### config.mk
export PLATFORM = sky130hd
export DESIGN_NAME = alu_issue_stage
export DESIGN_NICKNAME = d
export VERILOG_FILES = /design/src/rtl/alu_pkg.sv /design/src/rtl/alu_decoder.sv /design/src/rtl/alu_issue_stage.sv
export SDC_FILE = /design/constraint.sdc
export NUM_CORES = 1
export LEC_CHECK = 0
export CELL_PAD_IN_SITES_DETAIL_PLACEMENT = 2
export CELL_PAD_IN_SITES_GLOBAL_PLACEMENT = 2
export CORE_UTILIZATION = 24
export CTS_CLUSTER_DIAMETER = 80
export DETAILED_ROUTE_END_ITERATION = 8
export GPL_TIMING_DRIVEN = 0
export PLACE_DENSITY_LB_ADDON = 0.15
export SETUP_SLACK_MARGIN = 0.3
export SKIP_LAST_GASP = 1
export SLEW_MARGIN = 10
export SYNTH_ARGS = -nofsm -noshare
export SYNTH_HDL_FRONTEND = slang
export SYNTH_SLANG_ARGS = --single-unit
### constraint.sdc
create_clock -name clk -period 2.6 [get_ports clk]
set_input_delay 0.65 -clock clk [delete_from_list [all_inputs] [get_ports clk]]
set_output_delay 0.65 -clock clk [all_outputs]
set_load 0.01 [all_outputs]
### src/rtl/alu_pkg.sv
// Package: alu_pkg
// Shared definitions for the ALU issue stage:
//   - alu_op_e  : 4-bit ALU operation encodings driven on alu_ctrl
//   - OP_*      : RV32I major opcode constants (instr[6:0])
//   - F7_ALT    : funct7 value selecting SUB / SRA variants
//   - shift_funct7_ok : legality check of funct7 on immediate shifts
package alu_pkg;

    typedef enum logic [3:0] {
        ALU_ADD  = 4'b0000,
        ALU_SUB  = 4'b0001,
        ALU_AND  = 4'b0010,
        ALU_OR   = 4'b0011,
        ALU_XOR  = 4'b0100,
        ALU_SLL  = 4'b0101,
        ALU_SRL  = 4'b0110,
        ALU_SRA  = 4'b0111,
        ALU_SLT  = 4'b1000,
        ALU_SLTU = 4'b1001
    } alu_op_e;

    localparam logic [6:0] OP_R      = 7'b0110011;
    localparam logic [6:0] OP_IMM    = 7'b0010011;
    localparam logic [6:0] OP_LOAD   = 7'b0000011;
    localparam logic [6:0] OP_STORE  = 7'b0100011;
    localparam logic [6:0] OP_LUI    = 7'b0110111;
    localparam logic [6:0] OP_AUIPC  = 7'b0010111;
    localparam logic [6:0] OP_JAL    = 7'b1101111;
    localparam logic [6:0] OP_JALR   = 7'b1100111;
    localparam logic [6:0] OP_BRANCH = 7'b1100011;

    localparam logic [6:0] F7_ALT    = 7'b0100000;

    // SLLI/SRLI need funct7 == 0; SRAI additionally allows F7_ALT.
    function automatic logic shift_funct7_ok(input logic [6:0] funct7, input logic is_right);
        logic ok;
        if (funct7 == 7'b0000000) begin
            ok = 1'b1;
        end else if (is_right && (funct7 == F7_ALT)) begin
            ok = 1'b1;
        end else begin
            ok = 1'b0;
        end
        return ok;
    endfunction

endpackage

### src/rtl/alu_decoder.sv
// Module: alu_decoder
// Purely combinational RV32I decode into an ALU operation and operand pair.
// Ports:
//   instr      in  32    instruction word
//   pc         in  XLEN  address of instr
//   rs1_data   in  XLEN  register-file read port 1
//   rs2_data   in  XLEN  register-file read port 2
//   a, b       out XLEN  ALU operands
//   alu_ctrl   out 4     ALU operation
//   rd         out 5     destination register field
//   reg_write  out 1     writeback enable (0 for branch/store/illegal/rd==0)
//   is_branch  out 1     conditional branch
//   br_funct3  out 3     branch condition
//   illegal    out 1     undecodable instruction
// Illegal instructions are turned into a NOP (ADD 0+0, no writeback, no branch).
module alu_decoder
    import alu_pkg::*;
#(
    parameter int XLEN = 32
) (
    input  logic [31:0]     instr,
    input  logic [XLEN-1:0] pc,
    input  logic [XLEN-1:0] rs1_data,
    input  logic [XLEN-1:0] rs2_data,
    output logic [XLEN-1:0] a,
    output logic [XLEN-1:0] b,
    output logic [3:0]      alu_ctrl,
    output logic [4:0]      rd,
    output logic            reg_write,
    output logic            is_branch,
    output logic [2:0]      br_funct3,
    output logic            illegal
);

    logic [6:0]      opcode_s;
    logic [2:0]      funct3_s;
    logic [6:0]      funct7_s;
    logic [XLEN-1:0] imm_i_s;
    logic [XLEN-1:0] imm_s_s;
    logic [XLEN-1:0] imm_u_s;
    logic [XLEN-1:0] shamt_s;

    logic [XLEN-1:0] dec_a_s;
    logic [XLEN-1:0] dec_b_s;
    alu_op_e         dec_op_s;
    logic            dec_wr_s;
    logic            dec_br_s;
    logic            dec_ill_s;

    assign opcode_s = instr[6:0];
    assign funct3_s = instr[14:12];
    assign funct7_s = instr[31:25];

    // Signed casts give sign extension to XLEN for any XLEN >= 32.
    assign imm_i_s  = XLEN'($signed(instr[31:20]));
    assign imm_s_s  = XLEN'($signed({instr[31:25], instr[11:7]}));
    assign imm_u_s  = XLEN'($signed({instr[31:12], 12'b0}));
    assign shamt_s  = XLEN'(instr[24:20]);

    // Raw decode per opcode; the NOP override for illegal encodings is applied below.
    always_comb begin
        dec_a_s   = '0;
        dec_b_s   = '0;
        dec_op_s  = ALU_ADD;
        dec_wr_s  = 1'b0;
        dec_br_s  = 1'b0;
        dec_ill_s = 1'b0;
        case (opcode_s)
            OP_R: begin
                dec_a_s  = rs1_data;
                dec_b_s  = rs2_data;
                dec_wr_s = 1'b1;
                case (funct3_s)
                    3'b000:  dec_op_s = (funct7_s == F7_ALT) ? ALU_SUB : ALU_ADD;
                    3'b001:  dec_op_s = ALU_SLL;
                    3'b010:  dec_op_s = ALU_SLT;
                    3'b011:  dec_op_s = ALU_SLTU;
                    3'b100:  dec_op_s = ALU_XOR;
                    3'b101:  dec_op_s = (funct7_s == F7_ALT) ? ALU_SRA : ALU_SRL;
                    3'b110:  dec_op_s = ALU_OR;
                    3'b111:  dec_op_s = ALU_AND;
                    default: dec_op_s = ALU_ADD;
                endcase
            end
            OP_IMM: begin
                dec_a_s  = rs1_data;
                dec_b_s  = imm_i_s;
                dec_wr_s = 1'b1;
                case (funct3_s)
                    3'b000:  dec_op_s = ALU_ADD;
                    3'b010:  dec_op_s = ALU_SLT;
                    3'b011:  dec_op_s = ALU_SLTU;
                    3'b100:  dec_op_s = ALU_XOR;
                    3'b110:  dec_op_s = ALU_OR;
                    3'b111:  dec_op_s = ALU_AND;
                    3'b001: begin
                        dec_op_s  = ALU_SLL;
                        dec_b_s   = shamt_s;
                        dec_ill_s = !shift_funct7_ok(funct7_s, 1'b0);
                    end
                    3'b101: begin
                        dec_op_s  = instr[30] ? ALU_SRA : ALU_SRL;
                        dec_b_s   = shamt_s;
                        dec_ill_s = !shift_funct7_ok(funct7_s, 1'b1);
                    end
                    default: dec_op_s = ALU_ADD;
                endcase
            end
            OP_LOAD: begin
                dec_a_s  = rs1_data;
                dec_b_s  = imm_i_s;
                dec_wr_s = 1'b1;
            end
            OP_STORE: begin
                dec_a_s  = rs1_data;
                dec_b_s  = imm_s_s;
            end
            OP_LUI: begin
                dec_b_s  = imm_u_s;
                dec_wr_s = 1'b1;
            end
            OP_AUIPC: begin
                dec_a_s  = pc;
                dec_b_s  = imm_u_s;
                dec_wr_s = 1'b1;
            end
            OP_JAL, OP_JALR: begin
                // Link value pc+4; target computation lives elsewhere.
                dec_a_s  = pc;
                dec_b_s  = XLEN'(32'd4);
                dec_wr_s = 1'b1;
            end
            OP_BRANCH: begin
                dec_a_s  = rs1_data;
                dec_b_s  = rs2_data;
                dec_br_s = 1'b1;
                case (funct3_s)
                    3'b000, 3'b001: dec_op_s = ALU_SUB;
                    3'b100, 3'b101: dec_op_s = ALU_SLT;
                    3'b110, 3'b111: dec_op_s = ALU_SLTU;
                    default:        dec_ill_s = 1'b1;
                endcase
            end
            default: dec_ill_s = 1'b1;
        endcase
    end

    assign a         = dec_ill_s ? '0 : dec_a_s;
    assign b         = dec_ill_s ? '0 : dec_b_s;
    assign alu_ctrl  = dec_ill_s ? ALU_ADD : dec_op_s;
    assign rd        = instr[11:7];
    assign reg_write = dec_wr_s && !dec_ill_s && (instr[11:7] != 5'd0);
    assign is_branch = dec_br_s && !dec_ill_s;
    assign br_funct3 = (dec_br_s && !dec_ill_s) ? funct3_s : 3'b000;
    assign illegal   = dec_ill_s;

endmodule

### src/rtl/alu_issue_stage.sv
// Module: alu_issue_stage
// Decode/execute boundary register feeding the EX-stage ALU.
// Decodes each RV32I instruction (alu_decoder) and registers the result behind
// a valid/ready handshake; flush from the hazard unit squashes the held and
// incoming instruction.
// Ports:
//   clk, rst_n            clock, synchronous active-low reset
//   in_valid / in_ready   upstream handshake (in_ready = !out_valid || out_ready)
//   instr, pc             instruction word and its address
//   rs1_data, rs2_data    register-file operands
//   flush                 squash (branch redirect)
//   out_valid / out_ready downstream handshake to EX
//   a, b, alu_ctrl        ALU operands and operation
//   rd, reg_write         writeback destination / enable
//   is_branch, br_funct3  branch flag and condition for EX
//   pc_out                pc of the issued instruction (RESET_PC in reset)
//   illegal               undecodable instruction flag
// Configuration macro: ALU_ILLEGAL_TRAP_EN -- when defined, illegal is registered
// with the instruction; otherwise it is tied 0 and illegal instructions issue as NOPs.
module alu_issue_stage
    import alu_pkg::*;
#(
    parameter int              XLEN     = 32,
    parameter logic [XLEN-1:0] RESET_PC = 32'h0
) (
    input  logic            clk,
    input  logic            rst_n,
    input  logic            in_valid,
    output logic            in_ready,
    input  logic [31:0]     instr,
    input  logic [XLEN-1:0] pc,
    input  logic [XLEN-1:0] rs1_data,
    input  logic [XLEN-1:0] rs2_data,
    input  logic            flush,
    output logic            out_valid,
    input  logic            out_ready,
    output logic [XLEN-1:0] a,
    output logic [XLEN-1:0] b,
    output logic [3:0]      alu_ctrl,
    output logic [4:0]      rd,
    output logic            reg_write,
    output logic            is_branch,
    output logic [2:0]      br_funct3,
    output logic [XLEN-1:0] pc_out,
    output logic            illegal
);

    logic [XLEN-1:0] dec_a_s;
    logic [XLEN-1:0] dec_b_s;
    logic [3:0]      dec_ctrl_s;
    logic [4:0]      dec_rd_s;
    logic            dec_wr_s;
    logic            dec_br_s;
    logic [2:0]      dec_f3_s;
    logic            dec_ill_s;
    logic            load_s;

    logic            out_valid_r;
    logic [XLEN-1:0] a_r;
    logic [XLEN-1:0] b_r;
    logic [3:0]      alu_ctrl_r;
    logic [4:0]      rd_r;
    logic            reg_write_r;
    logic            is_branch_r;
    logic [2:0]      br_funct3_r;
    logic [XLEN-1:0] pc_out_r;

    alu_decoder #(.XLEN(XLEN)) u_dec (
        .instr     (instr),
        .pc        (pc),
        .rs1_data  (rs1_data),
        .rs2_data  (rs2_data),
        .a         (dec_a_s),
        .b         (dec_b_s),
        .alu_ctrl  (dec_ctrl_s),
        .rd        (dec_rd_s),
        .reg_write (dec_wr_s),
        .is_branch (dec_br_s),
        .br_funct3 (dec_f3_s),
        .illegal   (dec_ill_s)
    );

    // The register may take a new entry when empty or when EX drains it this cycle.
    assign load_s   = !out_valid_r || out_ready;
    assign in_ready = load_s;

    // Handshake/output register; flush only kills validity, data may hold.
    always_ff @(posedge clk) begin
        if (!rst_n) begin
            out_valid_r <= 1'b0;
            a_r         <= '0;
            b_r         <= '0;
            alu_ctrl_r  <= 4'b0000;
            rd_r        <= 5'd0;
            reg_write_r <= 1'b0;
            is_branch_r <= 1'b0;
            br_funct3_r <= 3'b000;
            pc_out_r    <= RESET_PC;
        end else if (flush) begin
            out_valid_r <= 1'b0;
        end else if (load_s) begin
            out_valid_r <= in_valid;
            if (in_valid) begin
                a_r         <= dec_a_s;
                b_r         <= dec_b_s;
                alu_ctrl_r  <= dec_ctrl_s;
                rd_r        <= dec_rd_s;
                reg_write_r <= dec_wr_s;
                is_branch_r <= dec_br_s;
                br_funct3_r <= dec_f3_s;
                pc_out_r    <= pc;
            end
        end
    end

`ifdef ALU_ILLEGAL_TRAP_EN
    logic illegal_r;

    // Trap flag travels with the instruction it describes.
    always_ff @(posedge clk) begin
        if (!rst_n) begin
            illegal_r <= 1'b0;
        end else if (flush) begin
            illegal_r <= 1'b0;
        end else if (load_s && in_valid) begin
            illegal_r <= dec_ill_s;
        end
    end

    assign illegal = illegal_r;
`else
    logic unused_ill_s;
    assign unused_ill_s = dec_ill_s;
    assign illegal      = 1'b0;
`endif

    assign out_valid = out_valid_r;
    assign a         = a_r;
    assign b         = b_r;
    assign alu_ctrl  = alu_ctrl_r;
    assign rd        = rd_r;
    assign reg_write = reg_write_r;
    assign is_branch = is_branch_r;
    assign br_funct3 = br_funct3_r;
    assign pc_out    = pc_out_r;

endmodule
Word level (Yosys, flattened, before mapping)
Index checks and enable logic that the tools add are counted.

storage, ports and cells
  input bits = 133
  flip-flop bits (word level) = 111
  output and inout port bits = 113
  logic and storage cells = 79

operators by class
  reductions and logical operators = 25
  bitwise gates (word level) = 2
  eq/ne operators = 17
  muxes and demuxes = 26

operators with widths
  kind                                            number
  case mux 32 bit (6 select lines)                1
  two-way mux 32 bit                              3
  case mux 32 bit (2 select lines)                1
  case mux 4 bit (8 select lines)                 2
  == test 7 x 6 -> 1 bit (second input constant)  4
  case mux 4 bit (3 select lines)                 2
  == test 7 bit (second input constant)           3
  OR reduction 2 bit                              8
  == test 7 x 5 -> 1 bit (second input constant)  2
  OR reduction 7 bit                              2
  two-way mux 1 bit                               13
  == test 3 bit (second input constant)           4
  == test 7 x 2 -> 1 bit (second input constant)  1
  logical NOT 7 bit                               1
  == test 3 x 2 -> 1 bit (second input constant)  2
  OR reduction 6 bit                              1
  nonzero test 5 bit                              1
  OR reduction 5 bit                              1
  logical NOT 1 bit                               4
  two-way mux 4 bit                               1
  == test 3 x 1 -> 1 bit (second input constant)  1
  logical AND 1 bit                               3
  logical NOT 3 bit                               1
  two-way mux 3 bit                               1
  other kinds (6)                                 7

Depth between registers and ports, before layout
Gate-level depths: netlist of the first run.

  word-level depth = 11
  depth in mapped cells = 8

Modules after synthesis
A second synthesis of the first run with hierarchy kept.

second synthesis, totals
  cell total of the unflattened synthesis = 729
  area total of the unflattened synthesis = 6252.2 sq um

modules (own cells, without submodules)
  module           sequential area each (sq um)  times used  cells an instance  area each (sq um)
  alu_issue_stage  2222.1                        1           485                4536.9
  alu_decoder      0.0                           1           244                1715.4

Least setup slack after synthesis of the first run
OpenSTA, ideal clock, no wires.

  kind = input to register
  from = input instr[6]
  to = register a_r[0] (netlist: a[0])
  buffers on the path = 2
  arrival time = 1792 ps
  cell stages on the path = 7
  slack = 739 ps
  data required time = 2531 ps
  cell sequence = buf_6 > nor3b_4 > nand2_1 > a21boi_2 > buf_6 > a22oi_1 > o21ai_1

on the way
  word-level cells in the longest chain between the ends = 4
  elaborated cells on any way between the ends = 15
  classes of those cells = eq/ne (9); mux (3); reduce/logical (3)

ends and longest elaborated chain
  element                                                                                     RTL line                text
  from (decl)                                                                                 alu_issue_stage.sv:30   input logic [31:0] instr,
  == test 7 x 2 -> 1 bit, or another cell as far along                                        alu_decoder.sv:68       case (opcode_s)
  OR reduction 7 bit (no line), or another cell as far along                                  n/a
  case mux 1 bit (3 select lines) / case mux 32 bit (2 select lines) (equally long branches)  alu_decoder.sv:68
  two-way mux 32 bit *                                                                        alu_decoder.sv:148      assign a = dec_ill_s ? '0 : dec_a_s;
  to (signal assigned)                                                                        alu_issue_stage.sv:104  a_r <= dec_a_s;
  to (decl)                                                                                   alu_issue_stage.sv:59   logic [XLEN-1:0] a_r;

Mark *: on every way between the ends. The rest lies on a longest branch, timed or not.
A chain may end at the register's enable or synchronous reset.

Final worst setup path of the first run
  from = input out_ready
  to = output in_ready

on the way
  word-level cells in the longest chain between the ends = 1

ends and longest elaborated chain
  element           RTL line               text
  from (decl)       alu_issue_stage.sv:36  input logic out_ready,
  logical OR 1 bit  alu_issue_stage.sv:84  assign load_s = !out_valid_r || out_ready;
  to (decl)         alu_issue_stage.sv:29  output logic in_ready,

No other way between the ends.

==> results of run 1 <==
[flip-flops by register name (all words and copies together) (netlist names)]
signal	cells
br_funct3	3
b	32
alu_ctrl	4
reg_write	1
rd	5
a	32
is_branch	1
pc_out	32
out_valid	1
[cell usage in the layout (no fill, tap or decap), types with 3 or more instances in the layout]
| master | n |
|---|---|
| clkdlybuf4s50_1 | 232 |
| nand2_1 | 144 |
| dfxtp_1 | 111 |
| a21oi_1 | 66 |
| a22oi_1 | 33 |
| o21ai_1 | 32 |
| a22o_1 | 19 |
| o211ai_1 | 19 |
| a32o_1 | 17 |
| nor2_1 | 15 |
| o21ai_0 | 13 |
| clkbuf_1 | 12 |
| buf_4 | 10 |
| buf_2 | 10 |
| clkbuf_2 | 9 |
| clkbuf_16 | 9 |
| buf_6 | 7 |
| dlymetal6s2s_1 | 6 |
| mux2i_1 | 5 |
| nand3_1 | 5 |
| inv_2 | 4 |
| buf_1 | 4 |
| ha_1 | 4 |
| dlygate4sd2_1 | 4 |
| nand2b_1 | 3 |
| a211oi_1 | 3 |
| nor2b_1 | 3 |
| clkbuf_4 | 3 |
| inv_6 | 3 |
[worst max path at each step]
stage	end	slack, ns
after CTS	a[14]$_SDFFE_PN0P_	0.28
after detailed placement	a[14]$_SDFFE_PN0P_	-0.58
after global routing	b[31]$_SDFFE_PN0P_	0.27
after floorplan	a[0]$_SDFFE_PN0P_	0.74
final	in_ready	0.37
after global placement	a[11]$_SDFFE_PN0P_	-0.51
[power by group]
group | switching, mW | internal (mW)
sequential | 0.0148 | 1.73
combinational | 0.289 | 0.313
clock | 0.697 | 0.670
total | 1.00 | 2.71
[final cells by class]
cell class / count / area, um^2 / area share [%]
well taps: 270 / 338 / 4.10
flip-flops and latches: 111 / 2220 / 27.0
clock buffers: 10 / 229 / 2.78
plain buffers: 49 / 298 / 3.61
inverters: 6 / 22.5 / 0.273
repair buffers: 251 / 2520 / 30.6
multi-input cells: 429 / 2560 / 31.0
clock inverters: 6 / 51.3 / 0.622
diodes: 2 / 5.00 / 0.0607
[worst reg2reg max path, delay by kind of cell (launching register included)]
kind                   cells  cell delay, ns
and+or+nand+nor            4            1.03
AOI/OAI and AO/OA          1            0.20
buffers and inverters      2            0.28
DFF                        1            0.32
[kinds of logic after synthesis]
group / after synthesis
DFF: 111
other: 1
adders and majority gates: 4
xor gates and xnor gates: 1
muxes: 5
and+or+nand+nor: 196
buffers and inverters: 55
AOI/OAI and AO/OA: 222
[stage by stage]
stage                     worst slack (ns)  cell area, um^2  hold slack (ns)
final                                0.366             8240            0.454
after global routing                 0.267             8240            0.482
after CTS                            0.284             8120            0.459
after detailed placement            -0.582             7760            0.448
after global placement              -0.505             7760            0.438
after floorplan                      0.739             4980            0.474
[per-layer routing]
layer,global-route usage (%),part of all wire (%),vias to the layer above
met1,24.9,42,2750
li1,-,-,2658
met2,38.3,51,164
met3,4.47,5.2,22
met5,0,0,-
met4,7.40,1.9,0
[timing repair]
item / in CTS / in global routing
hold buffers: 0 / 0
buffers inserted: 4 / 3
pin swaps: 5 / 6
setup endpoints to repair: 63 / 76
resized for setup: 23 / 35
==> results_dict.tcl, run 1 <==
set metrics [dict create \
    wl_per_cell_um 19.9 \
    num_rows 52 \
    avgSynthCellArea_um2 8.38 \
    power.leakage_nw 2.85 \
    clockBufferDepth 2 \
    min_path_cells 2 \
    relSlewSlack_pct 58.4 \
    synth_top_family_by_area "compound AO/OA/AOI/OAI gates" \
    dieArea_um2 21300 \
    grt_antenna_before_repair 2 \
    drc_errors 0 \
    ant_nets 0 \
    nNetsFinal 994 \
    nFillCells 2287 \
    cts_sinks 111 \
    routabilityCongestion 0.804 \
    hold_violations 0 \
    skew_ns 0.00376 \
    synth-adder-area-share_pct 1.00 \
    fin_util_pct 40.6 \
    peakVddDrop_uv 291 \
    fmax_ghz 0.448 \
    finalSetupViolations 0 \
    reg2reg_depth 7 \
    path_delay_family "buffers and inverters" \
    grt_pass1_wl_um 35300 \
    drtPass1Iterations 4 \
    crit_slowest_cell "clkdlybuf4s50_1" \
    tns_ns 0 \
    powerDensity_nw_per_um2 450 \
    crit_start "out_ready" \
    synth_ff_type "dfxtp_1" \
    synth-seq-area-share_pct 44.6 \
    cts_inserted_buffers 9 \
    worstMarginPinSlew_ns 0.623 \
    postSynth.asyncResetShare_pct 0 \
    maxCapViolCount 0 \
    muxShareOfSynthArea_pct 1.00 \
    yosys_register_bits 111 \
    holdPathEnd "a[16]$_SDFFE_PN0P_" \
    syn-instance-count 595 \
    synth_top_area_share_pct 44.6 \
    drive_above_1_share_pct 9.16 \
    slowest_delay_ns 0.41 \
    drt_iter0_markers 121 \
    synth_edf_count 0 \
    vias_per_cell 4.93 \
    rsz0062_at_grt "true" \
    ys_top_cells_by_count "nand2_1, dfxtp_1, a21oi_1" \
    cts_tree "done" \
    synth_xor_area_share_pct 0.176 \
    cts_root_buf "clkbuf_16" \
    path_max_fanout 3 \
    hp-class "register to register" \
    track_usage_pct 21.3 \
    synth_compound_area_share_pct 29.8 \
    path_buf_inv 3 \
    ys_types 60 \
    placedCellCount 1109 \
    path_clk_slew_ns 0.08 \
    timing.rr.start "out_valid$_SDFFE_PP0P_" \
    io_buffers 244 \
    die_h_um 146 \
    cp.depth 4 \
    core_um2 20300 \
    hold_path_startpoint "a[16]$_SDFFE_PN0P_" \
    critPathCaptureType "output port" \
    rrSetupSlack_ns 0.74 \
    dp_hpwl_um 18000 \
    h-tree-depth 3 \
    cp_cell_sequence "clkdlybuf4s50_1 -> nor2b_2 -> inv_2 -> dlygate4sd2_1" \
    synthesis.area_um2 4980 \
    status "finished, final reports clean" \
    start_kind "input pin" \
    vias 5594 \
    area_growth_pct 65.3 \
    period_needed_ns 2.23 \
    crit_arrival_ns 1.58 \
    synth_area_leaders "dfxtp_1, nand2_1, a21oi_1, a22oi_1, a32o_1" \
    dieWidth_um 146 \
    grt_pass1_vias 6230 \
    crit_required_ns 1.95 \
    initial_core_util_pct 24.6 \
    layout.cells.non_filler 1134 \
    worstSkewPairLatency_ns 0.35 \
    totalWireLength_um 22600 \
    yosys.area_share.simple_pct 17.9 \
    yosysWarnings 0 \
    power.total_mw 3.71 \
    crit_type "input pin to output port" \
    slew_viol_final 0 \
    period_share_pct 85.9 \
    rr_endpoint "br_funct3[2]$_SDFFE_PN0P_" \
    post-synth-top-area-cell "dfxtp_1" \
    grt_max_degree 20 \
    syn_nets 732 \
    io_pins 246 \
    overflow 0 \
    yosysMostFrequentCell "nand2_1" \
]
No activity file was read; power rests on OpenSTA's default activity.
==> run 2, diff against run 1 <==
--- a/config.mk
+++ b/config.mk
@@ -5,9 +5,10 @@
 export SDC_FILE = /design/constraint.sdc
 export NUM_CORES = 1
 export LEC_CHECK = 0
+export ABC_AREA = 1
 export CELL_PAD_IN_SITES_DETAIL_PLACEMENT = 2
 export CELL_PAD_IN_SITES_GLOBAL_PLACEMENT = 2
-export CORE_UTILIZATION = 24
+export CORE_UTILIZATION = 23
 export CTS_CLUSTER_DIAMETER = 80
 export DETAILED_ROUTE_END_ITERATION = 8
 export GPL_TIMING_DRIVEN = 0
==> results_dict.tcl, run 2 <==
set metrics [dict create \
    yosysMostFrequentCell "nand2_1" \
    drt_iter0_markers 214 \
    yosys_register_bits 111 \
    p_int_mw 2.78 \
    worstMarginPinSlew_ns 0.600 \
    tns_ns 0 \
    crit_slowest_cell "clkdlybuf4s50_1" \
    nNetsFinal 1266 \
    cp_cell_sequence "clkdlybuf4s50_1 -> nor2_2 -> inv_1 -> dlygate4sd2_1" \
    crit_arrival_ns 1.58 \
    seqPwrFrac_pct 46.0 \
    p_sw_mw 1.04 \
    period_needed_ns 2.23 \
    power.leakage_nw 3.69 \
    period_share_pct 85.8 \
    h-tree-depth 3 \
    mostFrequentLayoutCells "nand2_1, clkdlybuf4s50_1, nand3_1" \
    grt_pass1_vias 7034 \
    crit_required_ns 1.95 \
    track_usage_pct 21.5 \
    grt_pass1_wl_um 39900 \
    totalWireLength_um 26200 \
    drive_above_1_share_pct 8.73 \
    worstSkewPairLatency_ns 0.36 \
    synth_top_area_share_pct 40.3 \
    dieWidth_um 157 \
    critPathCaptureType "output port" \
    syn-instance-count 861 \
    vias 6594 \
    num_rows 56 \
    dp_slack_ns -0.593 \
    die_h_um 157 \
    ys_types 26 \
    start_kind "input pin" \
    path_clk_slew_ns 0.07 \
    drtPass1Iterations 4 \
    wl_per_cell_um 18.0 \
    holdWs_ns 0.468 \
    area_growth_pct 62.4 \
    crit_type "input pin to output port" \
    grt_antenna_before_repair 2 \
    hp-class "register to register" \
    drc_errors 0 \
    avgSynthCellArea_um2 6.41 \
    holdBufCountCts 0 \
    core_um2 23500 \
    io_pins 246 \
    fmax_ghz 0.448 \
    grt_max_degree 18 \
    worst_slack_ns 0.370 \
    final_common_cell "nand2_1" \
    dp_hpwl_um 20600 \
    rrSetupSlack_ns 0.76 \
    hold_violations 0 \
    path_max_fanout 2 \
    cts_sinks 111 \
    overflow 0 \
    slew_viol_final 0 \
    peakVddDrop_uv 248 \
    dieArea_um2 24600 \
    maxCapViolCount 0 \
    postLayoutCellArea_um2 8960 \
    slowest_delay_ns 0.41 \
    status "finished, final reports clean" \
    skew_ns 0.00611 \
    finalSetupViolations 0 \
    synth_area_leaders "dfxtp_1, nand2_1, nand3_1, a21oi_1, nor2_1" \
    placed_cell_area_um2 8360 \
    p_sw_share_pct 27.3 \
    synth_ff_type "dfxtp_1" \
    routabilityCongestion 0.809 \
    post-synth-top-area-cell "dfxtp_1" \
    path_buf_inv 3 \
    synth_edf_count 0 \
    synth-seq-area-share_pct 40.3 \
    postSynth.asyncResetShare_pct 0 \
    ant_nets 0 \
    powerDensity_nw_per_um2 427 \
    pwr-share-comb_pct 17.5 \
    nFillCells 2769 \
    ys_top_cells_by_count "nand2_1, nand3_1, dfxtp_1" \
    rsz0062_at_grt "true" \
    io_buffers 244 \
    syn_nets 998 \
    relSlewSlack_pct 60.0 \
    clockPowerShare_pct 36.5 \
    initial_core_util_pct 23.5 \
    clockBufferDepth 2 \
    yosysWarnings 0 \
    cts_root_buf "clkbuf_16" \
    path_delay_family "buffers and inverters" \
    synthesis.area_um2 5520 \
    vias_per_cell 4.54 \
    cts_tree "done" \
    cts_inserted_buffers 9 \
]
## run 2: power groups by stage
stage | Clock (mW) | Sequential, mW | Combinational, mW
2_1_floorplan | 0 | 1.82 | 0.203
3_3_place_gp | 0 | 1.80 | 0.636
3_5_place_dp | 0 | 1.80 | 0.642
4_1_cts | 1.46 | 1.76 | 0.659
5_1_grt | 1.50 | 1.77 | 0.728
6_report | 1.40 | 1.76 | 0.670
## run 2: worst paths after layout
kind	startpoint	to	cells past startpoint
min	b[4]$_SDFFE_PN0P_	b[4]$_SDFFE_PN0P_	2
max	out_ready	in_ready	4
max reg2reg	out_valid$_SDFFE_PP0P_	a[23]$_SDFFE_PN0P_	8
min reg2reg	b[4]$_SDFFE_PN0P_	b[4]$_SDFFE_PN0P_	2
## run 2: cell type report
cell class	count	area, um^2	share of cell area [%]
antenna	1	2.50	0.0279
buffer	59	343	3.83
clock buffer	13	260	2.91
clock inverter	3	26.3	0.293
inverter	50	194	2.16
multi-input combinational	641	2930	32.7
sequential	111	2220	24.8
tap	319	399	4.46
timing repair buffer	257	2580	28.8
## run 2: through the flow
step | instances | utilization (%) | power [mW]
after floorplan | 861 | - | 2.02
after global placement | 1424 | 35.6 | 2.44
after detailed placement | 1424 | 35.6 | 2.44
after CTS | 1445 | 37.3 | 3.88
after global routing | 1453 | 38.2 | 3.99
final | 1454 | 38.2 | 3.83
## run 2: cell families (layout without fill, tap and decap cells)
kind of cell,after synthesis,in the layout,share of synthesized area [%]
simple gates,505,505,38.0
compound gates,131,131,12.0
flops,111,111,40.3
buf+inv,109,382,8.75
fa+ha+maj,4,4,0.907
other cells,1,2,0.0680
## run 2: per-layer routing
layer | wire, um | global-route usage, % | part of all wire [%] | up-vias
li1 | - | - | - | 3290
met1 | 11800 | 26.8 | 45 | 3144
met2 | 12700 | 37.3 | 48 | 145
met3 | 1510 | 5.29 | 5.8 | 15
met4 | 265 | 4.53 | 1.0 | 0
met5 | 0 | 0 | 0 | -
## run 2: worst register-to-register path, cell delays in order, from the launching register on
cell	delay (ns)
dfxtp_1	0.33
inv_1	0.05
nor2_2	0.16
nor3_4	0.08
inv_2	0.07
buf_2	0.34
buf_1	0.43
nand2_1	0.13
a21oi_1	0.18
## run 2: repair_timing
action	4_1_cts	5_1_grt
pin swaps	3	6
buffers inserted	5	8
resized for setup	25	54
setup endpoints to repair	109	95
==> run 3, diff against run 2 <==
--- a/config.mk
+++ b/config.mk
@@ -8,7 +8,7 @@
 export ABC_AREA = 1
 export CELL_PAD_IN_SITES_DETAIL_PLACEMENT = 2
 export CELL_PAD_IN_SITES_GLOBAL_PLACEMENT = 2
-export CORE_UTILIZATION = 23
+export CORE_UTILIZATION = 21
 export CTS_CLUSTER_DIAMETER = 80
 export DETAILED_ROUTE_END_ITERATION = 8
 export GPL_TIMING_DRIVEN = 0
==> constraint.sdc (replaced) <==
create_clock -name clk -period 2.5 [get_ports clk]
set_input_delay 0.625 -clock clk [delete_from_list [all_inputs] [get_ports clk]]
set_output_delay 0.625 -clock clk [all_outputs]
set_load 0.01 [all_outputs]
==> results_dict.tcl, run 3 (synthesized netlist as in run 2, its figures left out) <==
set metrics [dict create \
    status "finished, final reports clean" \
    finalSetupViolations 0 \
    cts_inserted_buffers 9 \
    skew_ns 0.00706 \
    nNetsFinal 1272 \
    wl_met3_um 1590 \
    crit_required_ns 2.73 \
    holdBufCountCts 0 \
    power.leakage_nw 3.71 \
    p_sw_share_pct 28.7 \
    placedCellCount 1435 \
    period_share_pct 88.9 \
    start_kind "input pin" \
    grt_pass1_vias 6951 \
    wl_per_cell_um 18.1 \
    path_clk_slew_ns 0.08 \
    overflow 0 \
    io_buffers 244 \
    relSlewSlack_pct 59.4 \
    slowest_delay_ns 0.47 \
    cts_tree "done" \
    fmax_ghz 0.450 \
    hp-class "register to register" \
    worst_slack_ns 0.277 \
    critPathCaptureType "register" \
    holdWs_ns 0.468 \
    wl_met2_um 12400 \
    grt_antenna_before_repair 2 \
    worstSkewPairLatency_ns 0.36 \
    rsz0062_at_grt "true" \
    die_h_um 164 \
    num_rows 58 \
    powerDensity_nw_per_um2 443 \
    mostFrequentLayoutCells "nand2_1, clkdlybuf4s50_1, nand3_1, dfxtp_1, nor2_1" \
    dp_hpwl_um 21000 \
    initial_core_util_pct 21.7 \
    path_max_fanout 10 \
    area_growth_pct 63.7 \
    multi_input_area_um2 2960 \
    core_um2 25500 \
    slew_viol_final 0 \
    crit_slowest_cell "clkdlybuf4s50_1" \
    seqPwrFrac_pct 45.8 \
    h-tree-depth 3 \
    ff_latch_area_um2 2220 \
    vias_per_cell 4.48 \
    drive_above_1_share_pct 9.83 \
    period_needed_ns 2.22 \
    routabilityCongestion 0.803 \
    path_delay_family "buffers and inverters" \
    totalWireLength_um 26600 \
    maxCapViolCount 0 \
    crit_type "input pin to register" \
    p_int_mw 2.85 \
    clockBufferDepth 2 \
    dieWidth_um 164 \
    p_sw_mw 1.15 \
    worstMarginPinSlew_ns 0.608 \
    io_pins 246 \
    path_buf_inv 4 \
    peakVddDrop_uv 234 \
    cts_root_buf "clkbuf_16" \
    drt_iter0_markers 269 \
    drc_errors 0 \
    drtPass1Iterations 4 \
    grt_max_degree 20 \
    dieArea_um2 26900 \
    power.total_mw 4.00 \
    layout.cells.non_filler 1471 \
    vias 6588 \
    wl_met1_um 12200 \
    crit_arrival_ns 2.46 \
    cp_cell_sequence "clkdlybuf4s50_1 -> inv_2 -> nand2_4 -> nor2_2 -> nand2_2 -> nor2_1 -> nand3_1 -> nand2_2 -> nor2_8 -> buf_4 -> buf_6 -> nand3_1 -> a21oi_1" \
    nFillCells 3009 \
    final_common_cell "nand2_1" \
    hold_violations 0 \
    dp_slack_ns -0.705 \
    pwr-share-comb_pct 17.5 \
    highest-signal-layer "met4" \
    grt_pass1_wl_um 40100 \
    cts_sinks 111 \
    clockPowerShare_pct 36.7 \
    track_usage_pct 19.8 \
    ant_nets 0 \
]
## run 3: cell types whose count changed in the layout (fill, tap and decap cells not counted), moves of 3 or more
| cell | change |
|---|---|
| buf_4 | +4 |
| dlygate4sd2_1 | +6 |
| dlymetal6s2s_1 | -3 |
| clkdlybuf4s50_1 | -3 |
| buf_2 | +4 |
| clkbuf_1 | -7 |
## run 3: through the flow
step / area [um^2] / util, % / setup TNS, ns
after CTS: 8820 / 34.6 / 0
after floorplan: 5520 / - / 0
after global placement: 8370 / 32.9 / -45.29
after detailed placement: 8370 / 32.9 / -48.92
after global routing: 9030 / 35.4 / 0
final: 9030 / 35.5 / 0
## run 3: path summary, 6_finish.rpt
check	from	endpoint	slack, ns	cells past startpoint
setup / recovery	instr[6]	b[18]$_SDFFE_PN0P_	0.28	13
hold / removal	b[2]$_SDFFE_PN0P_	b[2]$_SDFFE_PN0P_	0.47	2
setup reg to reg	out_valid$_SDFFE_PP0P_	alu_ctrl[3]$_SDFFE_PN0P_	0.73	10
hold reg to reg	b[2]$_SDFFE_PN0P_	b[2]$_SDFFE_PN0P_	0.47	2
## run 3: worst min-delay path: stages (launching register included)
cell and delay (ns):
dfxtp_1 0.31, nand2_1 0.06, a21oi_1 0.05
## run 3: layout make-up
| type | count | share of cell area [%] |
|---|---|---|
| multi-input combinational | 641 | 32.8 |
| timing repair buffer | 263 | 28.9 |
| sequential | 111 | 24.6 |
| tap | 330 | 4.57 |
| buffer | 59 | 3.88 |
| clock buffer | 9 | 2.49 |
| inverter | 50 | 2.11 |
| clock inverter | 6 | 0.596 |
| antenna | 2 | 0.0554 |
## run 3: routing by layer
| metal | vias to the layer above | track usage, % |
|---|---|---|
| li1 | 3306 | - |
| met1 | 3128 | 25.7 |
| met2 | 138 | 32.3 |
| met3 | 16 | 5.00 |
| met4 | 0 | 5.64 |
| met5 | - | 0 |
## run 3: timing repair
item                       in CTS  in global routing
setup endpoints to repair     109                 91
setup buffers                   8                 11
pin swaps                       3                 11
gates resized for setup        43                 55
## run 3: power by group through the flow
stage | clock network (mW) | logic, mW | registers [mW]
3_3_place_gp | 0 | 0.666 | 1.87
5_1_grt | 1.57 | 0.765 | 1.84
6_report | 1.47 | 0.702 | 1.83
2_1_floorplan | 0 | 0.211 | 1.89
3_5_place_dp | 0 | 0.670 | 1.87
4_1_cts | 1.50 | 0.694 | 1.83
